<file path="src/rtl/muldiv_ctrl_pkg.sv">
// Shared types for the MULT/MULTU/DIV/DIVU sequencer: operation codes and FSM states.
package muldiv_ctrl_pkg;

    typedef enum logic [2:0] {
        MD_NONE  = 3'd0,
        MD_MULT  = 3'd1,
        MD_MULTU = 3'd2,
        MD_DIV   = 3'd3,
        MD_DIVU  = 3'd4
    } MulDivOpType;

    typedef enum logic [1:0] {
        IDLE     = 2'd0,
        MUL_WAIT = 2'd1,
        DIV_RUN  = 2'd2,
        DONE     = 2'd3
    } MulDivStateType;

    function automatic logic op_is_div(input MulDivOpType op);
        return (op == MD_DIV) || (op == MD_DIVU);
    endfunction

    function automatic logic op_is_signed(input MulDivOpType op);
        return (op == MD_MULT) || (op == MD_DIV);
    endfunction

endpackage

</file>
<file path="src/rtl/div_radix2_core.sv">
// Restoring unsigned radix-2 divider: start loads operands, each step retires one quotient bit.
module div_radix2_core #(
    parameter int W = 32
) (
    input  logic         clk,
    input  logic         rst,
    input  logic         start,
    input  logic         step,
    input  logic [W-1:0] dividend,
    input  logic [W-1:0] divisor,
    output logic [W-1:0] quotient,
    output logic [W-1:0] remainder
);

    logic [W-1:0] rem_q;
    logic [W-1:0] quo_q;
    logic [W-1:0] div_q;
    logic [W:0]   partial;
    logic [W:0]   trial;

    // quo_q doubles as the dividend shift register; quotient bits enter at the LSB.
    assign partial = {rem_q, quo_q[W-1]};
    assign trial   = partial - {1'b0, div_q};

    always_ff @(posedge clk) begin
        if (!rst) begin
            rem_q <= '0;
            quo_q <= '0;
            div_q <= '0;
        end else if (start) begin
            rem_q <= '0;
            quo_q <= dividend;
            div_q <= divisor;
        end else if (step) begin
            if (!trial[W]) begin
                rem_q <= trial[W-1:0];
                quo_q <= {quo_q[W-2:0], 1'b1};
            end else begin
                rem_q <= partial[W-1:0];
                quo_q <= {quo_q[W-2:0], 1'b0};
            end
        end
    end

    assign quotient  = quo_q;
    assign remainder = rem_q;

endmodule

</file>
<file path="src/rtl/muldiv_ctrl.sv">
// Multi-cycle MULT/MULTU/DIV/DIVU sequencer beside the EXE ALU, producing a one-beat HI/LO write.
// Optional MULDIV_DIVZERO_BYPASS_EN: divide-by-zero skips the iterations and completes immediately.
module muldiv_ctrl
    import muldiv_ctrl_pkg::*;
#(
    parameter int MUL_LATENCY = 2,
    parameter int DATA_W      = 32
) (
    input  logic              clk,
    input  logic              rst,
    input  logic [2:0]        EXE_MulDivOp,
    input  logic [DATA_W-1:0] EXE_BusA,
    input  logic [DATA_W-1:0] EXE_BusB,
    input  logic              EXEMEM_Flush,
    input  logic              MEM_Stall,
    output logic              MD_Stall,
    output logic              MD_HIWr,
    output logic              MD_LOWr,
    output logic [DATA_W-1:0] MD_HI,
    output logic [DATA_W-1:0] MD_LO,
    output logic [1:0]        dbg_state
);

    localparam int CNT_MAX = (DATA_W > MUL_LATENCY) ? DATA_W : MUL_LATENCY;
    localparam int CNT_W   = $clog2(CNT_MAX) + 1;
    localparam int PW      = 2 * DATA_W;

    MulDivOpType    op;
    MulDivStateType state, state_nxt;
    logic [CNT_W-1:0] cnt, cnt_nxt;

    logic              op_valid, op_div, op_sgn, a_neg, b_neg, b_zero, issue;
    logic [DATA_W-1:0] a_mag_in, b_mag_in;
    logic              div_start, div_step, done_beat;

    logic              is_div_q, sign_a_q, sign_b_q, divzero_q;
    logic [DATA_W-1:0] a_mag_q, b_mag_q, a_raw_q;
    logic [DATA_W-1:0] hi_q, lo_q;
    logic [PW-1:0]     prod_pipe [MUL_LATENCY];

    logic [DATA_W-1:0] core_q, core_r, q_fix, r_fix, hi_res, lo_res;
    logic [PW-1:0]     prod_mag, prod_fix;

    assign op       = MulDivOpType'(EXE_MulDivOp);
    assign op_valid = (op == MD_MULT) || (op == MD_MULTU) || (op == MD_DIV) || (op == MD_DIVU);
    assign op_div   = op_is_div(op);
    assign op_sgn   = op_is_signed(op);
    assign a_neg    = op_sgn & EXE_BusA[DATA_W-1];
    assign b_neg    = op_sgn & EXE_BusB[DATA_W-1];
    assign a_mag_in = a_neg ? -EXE_BusA : EXE_BusA;
    assign b_mag_in = b_neg ? -EXE_BusB : EXE_BusB;
    assign b_zero   = (EXE_BusB == '0);
    assign issue    = (state == IDLE) && op_valid && !EXEMEM_Flush;

    // Handshake: MD_Stall freezes the front end while an op is accepted or running; the DONE
    // cycle presents the result with HIWr/LOWr high and repeats it while MEM_Stall holds.
    always_comb begin
        state_nxt = state;
        cnt_nxt   = cnt;
        MD_Stall  = 1'b0;
        div_start = 1'b0;
        div_step  = 1'b0;
        done_beat = 1'b0;
        case (state)
            IDLE: begin
                MD_Stall = op_valid;
                if (issue) begin
                    if (op_div) begin
`ifdef MULDIV_DIVZERO_BYPASS_EN
                        if (b_zero) begin
                            state_nxt = DONE;
                        end else begin
                            state_nxt = DIV_RUN;
                            cnt_nxt   = CNT_W'(DATA_W - 1);
                            div_start = 1'b1;
                        end
`else
                        state_nxt = DIV_RUN;
                        cnt_nxt   = CNT_W'(DATA_W - 1);
                        div_start = 1'b1;
`endif
                    end else begin
                        state_nxt = MUL_WAIT;
                        cnt_nxt   = CNT_W'(MUL_LATENCY - 1);
                    end
                end
            end
            MUL_WAIT: begin
                MD_Stall = 1'b1;
                if (cnt == '0) state_nxt = DONE;
                else           cnt_nxt   = cnt - 1'b1;
            end
            DIV_RUN: begin
                MD_Stall = 1'b1;
                div_step = 1'b1;
                if (cnt == '0) state_nxt = DONE;
                else           cnt_nxt   = cnt - 1'b1;
            end
            DONE: begin
                done_beat = !EXEMEM_Flush;
                if (!MEM_Stall) state_nxt = IDLE;
            end
            default: state_nxt = IDLE;
        endcase
        // A flush wins over everything, including a DONE beat in the same cycle.
        if (EXEMEM_Flush) begin
            state_nxt = IDLE;
            cnt_nxt   = '0;
        end
    end

    always_ff @(posedge clk) begin
        if (!rst) begin
            state     <= IDLE;
            cnt       <= '0;
            is_div_q  <= 1'b0;
            sign_a_q  <= 1'b0;
            sign_b_q  <= 1'b0;
            divzero_q <= 1'b0;
            a_mag_q   <= '0;
            b_mag_q   <= '0;
            a_raw_q   <= '0;
            hi_q      <= '0;
            lo_q      <= '0;
        end else begin
            state <= state_nxt;
            cnt   <= cnt_nxt;
            if (issue) begin
                is_div_q  <= op_div;
                sign_a_q  <= a_neg;
                sign_b_q  <= b_neg;
                divzero_q <= op_div & b_zero;
                a_mag_q   <= a_mag_in;
                b_mag_q   <= b_mag_in;
                a_raw_q   <= EXE_BusA;
            end
            if (done_beat) begin
                hi_q <= hi_res;
                lo_q <= lo_res;
            end
        end
    end

    // Product emerges from the last stage exactly when the counter lands the FSM in DONE.
    always_ff @(posedge clk) begin
        if (!rst) begin
            for (int i = 0; i < MUL_LATENCY; i++) prod_pipe[i] <= '0;
        end else begin
            prod_pipe[0] <= PW'(a_mag_q) * PW'(b_mag_q);
            for (int i = 1; i < MUL_LATENCY; i++) prod_pipe[i] <= prod_pipe[i-1];
        end
    end

    div_radix2_core #(.W(DATA_W)) u_div (
        .clk       (clk),
        .rst       (rst),
        .start     (div_start),
        .step      (div_step),
        .dividend  (a_mag_in),
        .divisor   (b_mag_in),
        .quotient  (core_q),
        .remainder (core_r)
    );

    // Divide-by-zero reports all-ones quotient and the untouched dividend as remainder.
    assign prod_mag = prod_pipe[MUL_LATENCY-1];
    assign prod_fix = (sign_a_q ^ sign_b_q) ? -prod_mag : prod_mag;
    assign q_fix    = divzero_q ? '1 : ((sign_a_q ^ sign_b_q) ? -core_q : core_q);
    assign r_fix    = divzero_q ? a_raw_q : (sign_a_q ? -core_r : core_r);
    assign hi_res   = is_div_q ? r_fix : prod_fix[PW-1:DATA_W];
    assign lo_res   = is_div_q ? q_fix : prod_fix[DATA_W-1:0];

    assign MD_HIWr   = done_beat;
    assign MD_LOWr   = done_beat;
    assign MD_HI     = done_beat ? hi_res : hi_q;
    assign MD_LO     = done_beat ? lo_res : lo_q;
    assign dbg_state = state;

endmodule

</file>
<file path="config.mk">
export PLATFORM = sky130hd
export DESIGN_NAME = muldiv_ctrl
export DESIGN_NICKNAME = d
export VERILOG_FILES = /design/src/rtl/muldiv_ctrl_pkg.sv /design/src/rtl/div_radix2_core.sv /design/src/rtl/muldiv_ctrl.sv
export SDC_FILE = /design/constraint.sdc
export NUM_CORES = 2
export LEC_CHECK = 0
export BUFFER_PORTS_ARGS = -buffer_cell sky130_fd_sc_hd__buf_2
export CORE_ASPECT_RATIO = 0.75
export CORE_UTILIZATION = 30
export CTS_CLUSTER_DIAMETER = 80
export CTS_CLUSTER_SIZE = 28
export DETAILED_ROUTE_END_ITERATION = 16
export GPL_TIMING_DRIVEN = 0
export PLACE_DENSITY = 0.45
export SETUP_SLACK_MARGIN = 0.15
export SLEW_MARGIN = 20
export SYNTH_ARGS = -nofsm -noshare
export SYNTH_HDL_FRONTEND = slang
export SYNTH_SLANG_ARGS = --single-unit
</file>
<file path="constraint.sdc">
create_clock -name clk -period 16.71 [get_ports clk]
set_clock_uncertainty 0.05 [all_clocks]
set_input_delay 2.5065 -clock clk [delete_from_list [all_inputs] [get_ports clk]]
set_output_delay 2.5065 -clock clk [all_outputs]
set_load 0.03 [all_outputs]
</file>
* Word level (Yosys, flattened, before mapping)
Memory sizes are Yosys's and may differ from the RTL's.
Index checks and enable logic that the tools add are counted.
** Word-level totals
- Flip-flop bits (word level) :: 268
- Bits in writable memories :: 128
- Input bits :: 71
- Output and inout port bits :: 69
- Logic and storage cells :: 93
- Memories kept :: 1
** Cells by class
- Add/sub/neg operators :: 7
- Multipliers :: 1
- Equality and inequality tests :: 11
- Muxes and demuxes :: 34
- Bitwise logic cells :: 7
- Reductions and logical operators :: 18
** Memory list
- prod_pipe :: depth 2, width 64, read ports 2, clocked after memory_dff 0, write ports 2, RTL line muldiv_ctrl.sv:39 : logic [PW-1:0] prod_pipe [MUL_LATENCY];
** Operator list (count)
- two-way mux 32 bit :: 13
- two-way mux 64 bit :: 3
- negation 32 bit :: 4
- multiplier 32 x 32 -> 64 bit :: 1
- negation 64 bit :: 1
- subtractor 33 x 32 -> 33 bit :: 1
- logical NOT 32 bit :: 1
- two-way mux 6 bit :: 2
- one-hot mux 6 bit (2 select lines) :: 1
- two-way mux 1 bit :: 8
- two-way mux 2 bit :: 4
- == test 3 x 2 -> 1 bit, second input constant :: 2
- logical NOT 6 bit :: 1
- inequality test 2 bit, second input constant :: 3
- one-hot mux 2 bit (3 select lines) :: 1
- AND reduction 3 bit :: 2
- OR reduction 2 bit :: 3
- subtractor 6 x 1 -> 6 bit, second input constant :: 1
- logical OR 1 bit :: 5
- two-way mux 5 bit :: 1
- == test 2 bit, second input constant :: 2
- nonzero test 2 bit :: 2
- bitwise AND 1 bit :: 3
- == test 3 x 1 -> 1 bit, second input constant :: 1
- other kinds (10) :: 12

* Longest topological paths before layout
- Word-level depth :: 9
- Mapped depth :: 29
- Mapped depth without buffers :: 27

* Hierarchy
From an unflattened synthesis, not the netlist that was laid out.
** Unflattened totals
- Cell total of the unflattened synthesis :: 6236
- Area total of the unflattened synthesis :: 53814.1 µm²
** By module, submodules not included
- muldiv_ctrl :: instances 1, cells each 5508, area an instance 47802.1 µm², sequential area each 5985.7 µm²
- div_radix2_core :: instances 1, cells each 728, area an instance 6012.0 µm², sequential area each 1921.8 µm²

* Worst setup path after synthesis
No wires, ideal clock.
- Kind :: register to register
- Start :: register a_mag_q[30]
- End :: memory prod_pipe[0][61] (netlist bit)
- Library setup time :: 0.133 ns
- Data arrival time :: 7.098 ns
- Required time :: 16.527 ns
- Setup slack :: 9.428 ns
- Stages on the path, launching flop included :: 27
- Buffers on the path :: 2
- Period minus slack after synthesis :: 7.282 ns
- Cells stage by stage :: dfxtp_1 > clkbuf_1 > nand2_1 > fa_1 > inv_1 > fa_1 > fa_1 > inv_1 > fa_1 > inv_1 > fa_1 > fa_1 > fa_1 > inv_1 > fa_1 > inv_1 > ha_1 > clkbuf_1 > nand4_1 > nor4_1 > nand3_1 > o32ai_1 > nor4_1 > a211oi_1 > a41oi_1 > mux2_2 > o2111ai_1
** RTL lines
- start, declared :: RTL line muldiv_ctrl.sv:37 : logic [DATA_W-1:0] a_mag_q, b_mag_q, a_raw_q;
- start signal, assigned :: RTL line muldiv_ctrl.sv:133 : a_mag_q <= a_mag_in;
- end, declared :: RTL line muldiv_ctrl.sv:39

==> results.sh <==
export IMPL_ys_flop_type="dfxtp_1"
export IMPL_hold_depth=1
export IMPL_final_nets=7664
export IMPL_grt_pass1_wl_um=345000
export IMPL_hpwl_um=207000
export IMPL_grt_max_degree=29
export IMPL_cts_resized=0
export IMPL_first_pass_iters=7
export IMPL_numPortBuffers=138
export IMPL_maxCapViolCount=0
export IMPL_wl_met2_um=94200
export IMPL_ant_nets=0
export IMPL_multi_input_area_mm2=0.0407
export IMPL_worstPathCellList="clkbuf_1 -> nand2_1 -> fa_1 -> fa_1 -> fa_1 -> fa_1 -> inv_1 -> fa_1 -> fa_1 -> fa_1 -> inv_1 -> fa_1 -> inv_1 -> ha_1 -> clkbuf_1 -> nand4_1 -> nor4_1 -> nand3_1 -> o32ai_1 -> nor4_1 -> a211oi_1 -> a41oi_1 -> mux2_2 -> o2111ai_1"
export IMPL_hold_viol=0
export IMPL_ir_drop_mv=0.0600
export IMPL_layout_commonest_cell="inv_1"
export IMPL_grtUsageTotal=0.270
export IMPL_powerDensity_mw_per_mm2=73.2
export IMPL_holdPathEnd="prod_pipe[0][80]$_SDFF_PN0_"
export IMPL_final_area_mm2=0.0579
export IMPL_p_sw_frac=0.517
export IMPL_pre_cts_ws_ns=6.27
export IMPL_core_area_mm2=0.176
export IMPL_synth_area_top_cells="fa_1 33%, dfxtp_1 15%, and2_1 8.3%"
export IMPL_path_clk_slew_ns=0.12
export IMPL_rrSetupSlack_ns=6.02
export IMPL_ios=140
export IMPL_finalCoreUtilization=0.328
export IMPL_worst_pin_slew_ns=1.28
export IMPL_ys_warn_count=0
export IMPL_drt_wl_total_um=246000
export IMPL_p_int_uw=2040
export IMPL_syn_nets=7505
export IMPL_hold_path_class="flop to flop"
export IMPL_yosys_area_top_type="fa_1"
export IMPL_period_minus_slack_ns=10.69
export IMPL_cts_tree="yes"
export IMPL_timing_final_crit_share=0.640
export IMPL_max_freq_mhz=93.6
export IMPL_timing_hold_ws_ns=0.388
export IMPL_synth_compound_area_share=0.106
export IMPL_clockRootBuffer="clkbuf_16"
export IMPL_async_flop_share=0
export IMPL_layout_setup_ws_ns=6.02
export IMPL_report_final_slew_viol_count=0
export IMPL_pwr_share_seq=0.275
export IMPL_synth_fa_ha_area_frac=0.407
export IMPL_vias_per_cell=5.15
export IMPL_antenna_found_initial=36
export IMPL_seq_area_mm2=0.00791
export IMPL_r2r_start="b_mag_q[8]$_SDFFE_PN0P_"
export IMPL_start_kind="flop"
export IMPL_worstSetupEndpointType="flop"
export IMPL_vias=45200
export IMPL_drive_gt1_frac=0.0375
export IMPL_rsz0062_at_grt="false"
export IMPL_leakagePower_uw=0.0265
export IMPL_grt_pass1_vias=44500
export IMPL_grt_overflow=0
export IMPL_filler_cell_count=19000
export IMPL_syn_cell_area_mm2=0.0536
export IMPL_switchingPower_uw=2190
export IMPL_postSynthCellCount=6230
export IMPL_combPwrFrac=0.591
export IMPL_post_drt_wl_per_cell_um=28.1
export IMPL_gp_congestion=1.00
export IMPL_yosysTopAreaCellShare=0.335
export IMPL_area_growth_synth_to_final_pct=8.00
export IMPL_min_delay_start="prod_pipe[0][16]$_SDFF_PN0_"
export IMPL_crit_slowest_cell="dfxtp_1"
export IMPL_avgSynthCellArea_um2=8.61
export IMPL_synth_xor_area_frac=0.0415
export IMPL_synth_mux_area_fraction=0.00819
export IMPL_synth_simple_area_share=0.197
export IMPL_clkLatencyLatePin_ns=0.59
export IMPL_r2r_cells=24
export IMPL_final_cell_mix="944 x inv_1, 897 x fa_1, 785 x nand2_1, 713 x and2_1, 395 x dfxtp_1"
export IMPL_drc=0
export IMPL_outcome="completed"
export IMPL_r2r_end="prod_pipe[0][61]$_SDFF_PN0_"
export IMPL_synth_cell_type_count=81
export IMPL_die_h_um=368
export IMPL_dr_first_iter_drc_count=4787
export IMPL_crit_type="flop to flop"
export IMPL_met1_length_um=119000
export IMPL_synth_edf_count=0
export IMPL_slew_headroom=0.124
export IMPL_rows=133
export IMPL_cts_sinks=395
export IMPL_setup_tns_ns=0
export IMPL_synth_top_family_by_area="adder cells"
export IMPL_pwr_share_clk=0.134
export IMPL_clock_path_buffers=3
export IMPL_dieArea_mm2=0.180
export IMPL_cp_required_ns=17.09
export IMPL_yosysSeqAreaShare=0.147
export IMPL_critPathMaxStageDelay_ns=0.94
export IMPL_setup_viol=0
export IMPL_cts_max_level=1
export IMPL_routed_top_layer="met5"
export IMPL_path_max_fanout=10
export IMPL_die_w_um=490
export IMPL_place_area_mm2=0.0573
export IMPL_initial_core_util=0.304
export IMPL_wl_met3_um=28000
export IMPL_cts_hold_buf=0
export IMPL_critPathArrivalTime_ns=11.06
export IMPL_cts_setup_buffers=0
export IMPL_cts_buffers_inserted=18
export IMPL_crit_top_cell="fa_1"
export IMPL_synth_seq_cells=395
[cell usage after synthesis, types with 36 or more instances]
library cell,number
a21oi_1,246
a21o_1,66
a31oi_1,48
nand2b_1,39
a211oi_1,135
and2_1,713
ha_1,307
o21ai_0,182
xnor2_1,147
inv_1,944
fa_1,897
nor2_1,286
clkbuf_1,366
mux2i_1,36
nand2_1,785
xor2_1,105
nor3_1,55
dfxtp_1,395
[final cells by class]
type | count | area share
multi-input cells | 4506 | 0.703
clock buffers | 20 | 0.00827
flip-flops and latches | 395 | 0.137
well taps | 2362 | 0.0510
repair buffers | 139 | 0.0121
plain buffers | 384 | 0.0259
diodes | 16 | 0.000691
clock inverters | 3 | 0.000994
inverters | 945 | 0.0612
[power groups by stage]
stage	registers [uW]	clock network (uW)	logic [uW]
after floorplan	1110	0	1400
after global placement	1180	0	2450
after detailed placement	1180	0	2450
after CTS	1160	581	2470
after global routing	1170	614	2690
final	1160	568	2510
[how the worst max path moves through the flow]
stage                                   from  cells after the start                     endpoint  slack (ns)
finish               b_mag_q[8]$_SDFFE_PN0P_                     24  prod_pipe[0][61]$_SDFF_PN0_        6.02
global placement    b_mag_q[17]$_SDFFE_PN0P_                     24  prod_pipe[0][61]$_SDFF_PN0_        6.22
global route        b_mag_q[23]$_SDFFE_PN0P_                     24  prod_pipe[0][61]$_SDFF_PN0_        5.88
floorplan           a_mag_q[30]$_SDFFE_PN0P_                     26  prod_pipe[0][61]$_SDFF_PN0_        9.43
detailed placement  b_mag_q[13]$_SDFFE_PN0P_                     25  prod_pipe[0][61]$_SDFF_PN0_        6.27
CTS                 b_mag_q[13]$_SDFFE_PN0P_                     25  prod_pipe[0][61]$_SDFF_PN0_        6.21
[state kept, by name, summed over array words and instances (netlist names), 32 cells and up]
register and count:
a_mag_q 32, b_mag_q 32, hi_q 32, lo_q 32, prod_pipe 128, u_div.div_q 32, u_div.quotient 32, u_div.remainder 32
[cell families after synthesis]
kind of cell / after synthesis
buf+inv: 1329
compound gates: 898
simple gates: 2108
fa+ha+maj: 1204
flops: 395
xor+xnor: 253
mux: 43
[routing by layer]
| metal | vias up | track usage |
|---|---|---|
| met1 | 23200 | 0.413 |
| met3 | 212 | 0.0911 |
| met4 | 10 | 0.0472 |
| met2 | 1926 | 0.359 |
| li1 | 19900 | - |
| met5 | - | 0 |
[critical path, delay by kind of cell (launching register included)]
kind,cells,cell delay [ns]
AOI/OAI and AO/OA,4,1.71
adders and majority gates,9,4.76
buffers and inverters,5,1.50
DFF,1,0.94
muxes,1,0.29
and+or+nand+nor,5,1.23
[metrics by stage]
step	cells	power [uW]
6_report	8770	4240
3_5_place_dp	8731	3620
5_1_grt	8755	4470
3_3_place_gp	8730	3630
4_1_cts	8754	4210
2_1_floorplan	6230	2510
(Power assumes the default switching activity.)
